`src/rtl/output_port_arbiter.sv`:
```
// Per-output-port wormhole arbiter: round-robin among head flits, then the
// port stays locked to the winning input until its tail flit is transferred.
module output_port_arbiter #(
    parameter int unsigned NUM_REQ = 5,
    parameter int unsigned SEL_W   = $clog2(NUM_REQ),
    parameter int unsigned CNT_W   = 8
) (
    input  logic               clk,
    input  logic               reset_n,
    input  logic [NUM_REQ-1:0] i_req,
    input  logic [NUM_REQ-1:0] i_head,
    input  logic [NUM_REQ-1:0] i_tail,
    input  logic               i_on,
    output logic [NUM_REQ-1:0] o_grant,
    output logic               o_valid,
    output logic [SEL_W-1:0]   o_sel,
    output logic               o_busy,
    output logic [SEL_W-1:0]   o_owner,
    output logic [CNT_W-1:0]   o_stall_cnt
);

    localparam logic [SEL_W-1:0] LAST_IDX = SEL_W'(NUM_REQ - 1);
    localparam logic [CNT_W-1:0] CNT_MAX  = {CNT_W{1'b1}};

    typedef enum logic {
        IDLE   = 1'b0,
        LOCKED = 1'b1
    } state_t;

    state_t             r_state;
    state_t             w_next_state;
    logic [SEL_W-1:0]   r_ptr;
    logic [SEL_W-1:0]   w_next_ptr;
    logic [SEL_W-1:0]   r_owner;
    logic [SEL_W-1:0]   w_next_owner;
    logic [CNT_W-1:0]   r_stall;
    logic [CNT_W-1:0]   w_next_stall;
    logic [NUM_REQ-1:0] w_elig;
    logic [NUM_REQ-1:0] w_grant;
    logic [SEL_W-1:0]   w_win;
    logic [SEL_W-1:0]   w_sel;
    logic               w_found;
    logic               w_valid;
    int unsigned        w_idx;

    // Index after v, wrapping from the last input back to 0.
    function automatic logic [SEL_W-1:0] wrap_inc(input logic [SEL_W-1:0] v);
        return (v == LAST_IDX) ? '0 : v + SEL_W'(1);
    endfunction

    assign w_elig = i_req & i_head;

    // First eligible head flit scanning from the priority pointer.
    always_comb begin
        w_found = 1'b0;
        w_win   = '0;
        w_idx   = 0;
        for (int unsigned i = 0; i < NUM_REQ; i++) begin
            w_idx = (32'(r_ptr) + i) % NUM_REQ;
            if (!w_found && w_elig[SEL_W'(w_idx)]) begin
                w_found = 1'b1;
                w_win   = SEL_W'(w_idx);
            end
        end
    end

    // Grant generation, next-state and stall-counter logic.
    always_comb begin
        w_next_state = r_state;
        w_next_ptr   = r_ptr;
        w_next_owner = r_owner;
        w_grant      = '0;
        w_sel        = '0;
        w_valid      = 1'b0;
        w_next_stall = '0;

        case (r_state)
            IDLE: begin
                if (i_on && w_found) begin
                    w_grant[w_win] = 1'b1;
                    w_sel          = w_win;
                    w_next_ptr     = wrap_inc(w_win);
                    if (!i_tail[w_win]) begin
                        w_next_state = LOCKED;
                        w_next_owner = w_win;
                    end
                end
            end
            LOCKED: begin
                if (i_on && i_req[r_owner]) begin
                    w_grant[r_owner] = 1'b1;
                    w_sel            = r_owner;
                    if (i_tail[r_owner]) begin
                        w_next_state = IDLE;
                        w_next_ptr   = wrap_inc(r_owner);
                    end
                end
            end
            default: begin
                w_next_state = IDLE;
            end
        endcase

        // No transfer may leave the port while reset is held.
        if (!reset_n) begin
            w_grant = '0;
            w_sel   = '0;
        end

        w_valid = |w_grant;

        if ((r_state == LOCKED) && !w_valid) begin
            w_next_stall = (r_stall == CNT_MAX) ? r_stall : r_stall + CNT_W'(1);
        end
    end

    // State, pointer, owner and stall counter registers.
    always_ff @(posedge clk or negedge reset_n) begin
        if (!reset_n) begin
            r_state <= IDLE;
            r_ptr   <= '0;
            r_owner <= '0;
            r_stall <= '0;
        end else begin
            r_state <= w_next_state;
            r_ptr   <= w_next_ptr;
            r_owner <= w_next_owner;
            r_stall <= w_next_stall;
        end
    end

    assign o_grant     = w_grant;
    assign o_valid     = w_valid;
    assign o_sel       = w_sel;
    assign o_busy      = (r_state == LOCKED);
    assign o_owner     = r_owner;
    assign o_stall_cnt = r_stall;

endmodule

```
`config.mk`:
```
export PLATFORM = sky130hd
export DESIGN_NAME = output_port_arbiter
export DESIGN_NICKNAME = d
export VERILOG_FILES = /design/src/rtl/output_port_arbiter.sv
export SDC_FILE = /design/constraint.sdc
export NUM_CORES = 1
export LEC_CHECK = 0
export CAP_MARGIN = 20
export CELL_PAD_IN_SITES_DETAIL_PLACEMENT = 0
export CELL_PAD_IN_SITES_GLOBAL_PLACEMENT = 2
export CORE_ASPECT_RATIO = 1.75
export CORE_MARGIN = 3
export CORE_UTILIZATION = 29
export CTS_CLUSTER_DIAMETER = 200
export DETAILED_ROUTE_END_ITERATION = 10
export PLACE_DENSITY_LB_ADDON = 0.1
export SLEW_MARGIN = 20
export SYNTH_ARGS = -nofsm -noshare
export SYNTH_HDL_FRONTEND = slang
export SYNTH_SLANG_ARGS = --single-unit
```
`constraint.sdc`:
```
create_clock -name clk -period 5.7 [get_ports clk]
set_input_delay 0.855 -clock clk [delete_from_list [all_inputs] [get_ports clk]]
set_output_delay 0.855 -clock clk [all_outputs]
set_load 0.01 [all_outputs]
```
==> results.md <==
Clock network
• clk_lat worst skew: 0.25 ns
• CTS H-tree depth: 1
• clock slew at the register clock pins of the worst setup and hold paths: 0.05 ns
• buffer type at the clock tree root: clkbuf_16
• hold buffer count at cts: 0
• Clock Sinks: 15
• CTS buffer count: 3
• deepest clock path buffer count: 2
• clock tree from TritonCTS: built

Critical path
• Worst Setup EP: o_sel[0]
• start point of the critical path: r_ptr[1]
• reg2reg path depth: 19
• arrival time worst endpoint: 4.61 ns
• crit path cell chain: inv_1 > ha_1 > o21a_1 > a21oi_2 > xnor2_1 > ha_1 > fa_1 > a21boi_4 > and4_4 > nor2_2 > mux2i_1 > a221oi_2 > nor3_2 > a221o_1 > a221o_1 > o21ai_1 > nor2_1 > clkdlybuf4s50_1
• slack of the worst reg-to-reg path: 0.81 ns
• Worst path slowest cell: clkdlybuf4s50_1
• highest net fanout along the worst path: 4
• startpoint of the most critical register-to-register path: r_ptr[1]
• CP required: 4.85 ns
• max incr delay on CP: 0.48 ns
• type of element capturing the critical path: output pin
• class of the most critical setup path: flop to output pin
• Worst setup SP type: flop
• endpoint of the most critical register-to-register path: o_owner[2]

Yosys
• proportion of synthesized chip area in sequential cells: 13.3%
• count of mapped cells out of synthesis: 372
• post-synthesis instance area: 0.00282 mm^2
• total number of yosys warnings: 0
• FFs w/ async S/R, synth: 100%
• Post-synth top flop: dfrtp_1
• Yosys top cell area share: 13.3%
• register bit count reported by yosys: 15
• count of different cell masters after synthesis: 73
• number of enable-type register cells in the synthesized netlist: 0
• largest cells by area after synthesis: dfrtp_1, ha_1, mux2i_1
• dominant cell type by area after synthesis: dfrtp_1
• Avg Cell Area, Syn: 7.57 um^2
• total nets after synthesis: 416

Floorplanning
• overall die width: 80.5 um
• initial core utilization: 29.8%
• top-level I/O count: 39
• Site Rows: 47
• vertical die dimension: 136 um
• Core ar.: 0.00947 mm^2
• Die Footprint: 0.0110 mm^2

STA
• Final Hold Vio Count: 0
• fin crit share: 96.0%
• Period minus WS final: 5.47 ns
• transition time at the pin with the least slew margin: 0.789 ns
• final setup fails: 0
• worst-case clock skew: 0.00167 ns
• setup repair after global routing missed its margin: yes
• final slew viol count: 0
• fin worst setup slack: 0.230 ns
• FMAX: 0.183 GHz
• tightest slew margin relative to the limit: 47.2%

Route
• remaining number of nets flagged by the antenna check after routing: 0
• DRC violations left: 0
• sum of routed wire length over all layers: 10.4 mm
• overall via count from detail_route: 3117
• count of routing violations after the opening detailed-route iteration: 138
• first drt pass iteration count: 6
• wire length per cell after detailed routing: 18.2 um
• post-detailed-route via-to-cell ratio: 5.43

Final layout
• filler-free cell count of the finished design: 574
• Total Nets Final: 497
• synthesis-to-finish area growth: 38.3%
• number of diodes: 0
• share of final-layout standard cells stronger than drive strength 1: 23.5%
• Post-Layout Inst Area: 0.00390 mm^2
• fill cell instance count of the final layout: 989

Job
• max-cap violation count: 0

Global routing
• aggregate global routing overflow: 0
• initial antenna violation count: 0
• maximum number of pins on one net before global-route repair: 27
• routing layer with the top usage in global route: met2
• GRT Resource Usage Total: 19.5%
• GRT met1 Usage: 20.7%
• Global Route met3 Usage: 0.796%
• first-pass GRT wire length: 16.3 mm
• via count of the first global-routing pass: 3101
• met2 Resource Use GR: 39.5%

Outcome
• outcome: finished, final reports clean

Hold path
• worst hold path stage count: 2
• Worst Hold Class: flop to flop

Placed design
• DP Area: 0.00363 mm^2
• count of input and output buffers: 38
• weighted congestion reported at the end of routability-driven placement: 0.884
• minimum setup slack after placement: -0.0357 ns
• number of placed instances, taps included: 568
• placed wire-length estimate after detailed placement: 8.64 mm

cell families (layout without fill, tap and decap cells):
logic type	count (synthesis)	count (layout)	synth area share, %
DFF	15	15	13.3
AOI/OAI and AO/OA	117	117	29.7
xor gates and xnor gates	10	10	3.77
muxes	25	25	9.50
and+or+nand+nor	142	142	25.2
adders and majority gates	26	26	11.8
buffers and inverters	37	117	6.75
synth_stat cells, drive strengths merged (3+ instances only):
cell / instances
a2111oi: 4
a211o: 3
a211oi: 9
a21boi: 3
a21oi: 26
a22oi: 3
a31o: 3
a31oi: 5
and2: 5
and3: 8
buf: 9
clkbuf: 6
dfrtp: 15
ha: 25
inv: 21
mux2: 5
mux2i: 20
nand2: 37
nand2b: 9
nand3: 26
nand3b: 5
nor2: 29
nor2b: 3
nor3: 6
o211ai: 5
o21a: 4
o21ai: 20
o21bai: 3
o22ai: 3
o31ai: 3
or3: 4
xnor2: 7
xor2: 3
worst min path at each step:
| stage | to | slack (ns) | startpoint |
|---|---|---|---|
| floorplan | o_busy | 0.56 | reset_n |
| global placement | o_stall_cnt[1] | 0.59 | o_stall_cnt[1] |
| detailed placement | o_stall_cnt[1] | 0.58 | o_stall_cnt[1] |
| CTS | o_stall_cnt[1] | 0.59 | o_stall_cnt[1] |
| global route | o_stall_cnt[1] | 0.63 | o_stall_cnt[1] |
| finish | o_stall_cnt[1] | 0.59 | o_stall_cnt[1] |
layer usage:
| layer | share of wire (%) | wire [um] | vias up |
|---|---|---|---|
| met5 | 0 | 0 | - |
| met4 | 3.1 | 327 | 0 |
| met3 | 1.7 | 177 | 19 |
| met2 | 58 | 6060 | 55 |
| met1 | 37 | 3880 | 1502 |
| li1 | - | - | 1541 |
metrics by stage:
stage | TNS [ns] | util [%] | hold WS (ns)
after global placement | -0.0518 | 38.3 | 0.585
final | 0 | 41.2 | 0.593
after CTS | 0 | 39.6 | 0.594
after detailed placement | -0.0692 | 38.3 | 0.580
after global routing | -0.116 | 41.2 | 0.625
after floorplan | 0 | - | 0.559
cells in the final DEF, fill, tap and decap left out, types with 4 or more instances in the layout:
cell / instances
a211oi_1: 6
nor2_1: 27
o21ai_1: 4
nand2b_1: 8
buf_4: 53
inv_1: 20
o21ai_0: 16
o211ai_1: 5
nand3_1: 25
o21a_1: 4
ha_1: 24
mux2i_1: 19
nor3_1: 4
or3_1: 4
a21oi_1: 23
xnor2_1: 4
and3_1: 6
dfrtp_1: 15
clkdlybuf4s50_1: 33
nand3b_1: 5
nand2_1: 37
what timing repair did:
item	in CTS	in global routing
endpoints found under the setup margin	9	9
endpoints found under the hold margin	0	0
gates resized for setup	13	35
gates cloned	0	0
buffers inserted	0	2
pin swaps	2	7
layout make-up:
cell class | count | area, um^2 | share of cell area (%)
clock buffers | 3 | 75.1 | 1.93
clock inverters | 1 | 5.00 | 0.128
inverters | 22 | 82.6 | 2.12
multi-input cells | 320 | 2430 | 62.3
flip-flops and latches | 15 | 375 | 9.63
well taps | 122 | 153 | 3.92
repair buffers | 91 | 779 | 20.0
flip-flops by register name (all words and copies together) (netlist names):
| signal | count |
|---|---|
| o_busy | 1 |
| o_owner | 3 |
| o_stall_cnt | 8 |
| r_ptr | 3 |
worst max-delay path, delay by kind of cell, from the launching register on:
kind / cells / cell delay, ns
compound gates: 7 / 1.84
flops: 1 / 0.37
fa+ha+maj: 3 / 0.83
simple gates: 4 / 0.51
mux: 1 / 0.10
xor+xnor: 1 / 0.10
buf+inv: 2 / 0.60
Power is not shown: default switching activity piles up to over one toggle a cycle in this logic, so the estimate is an artifact.
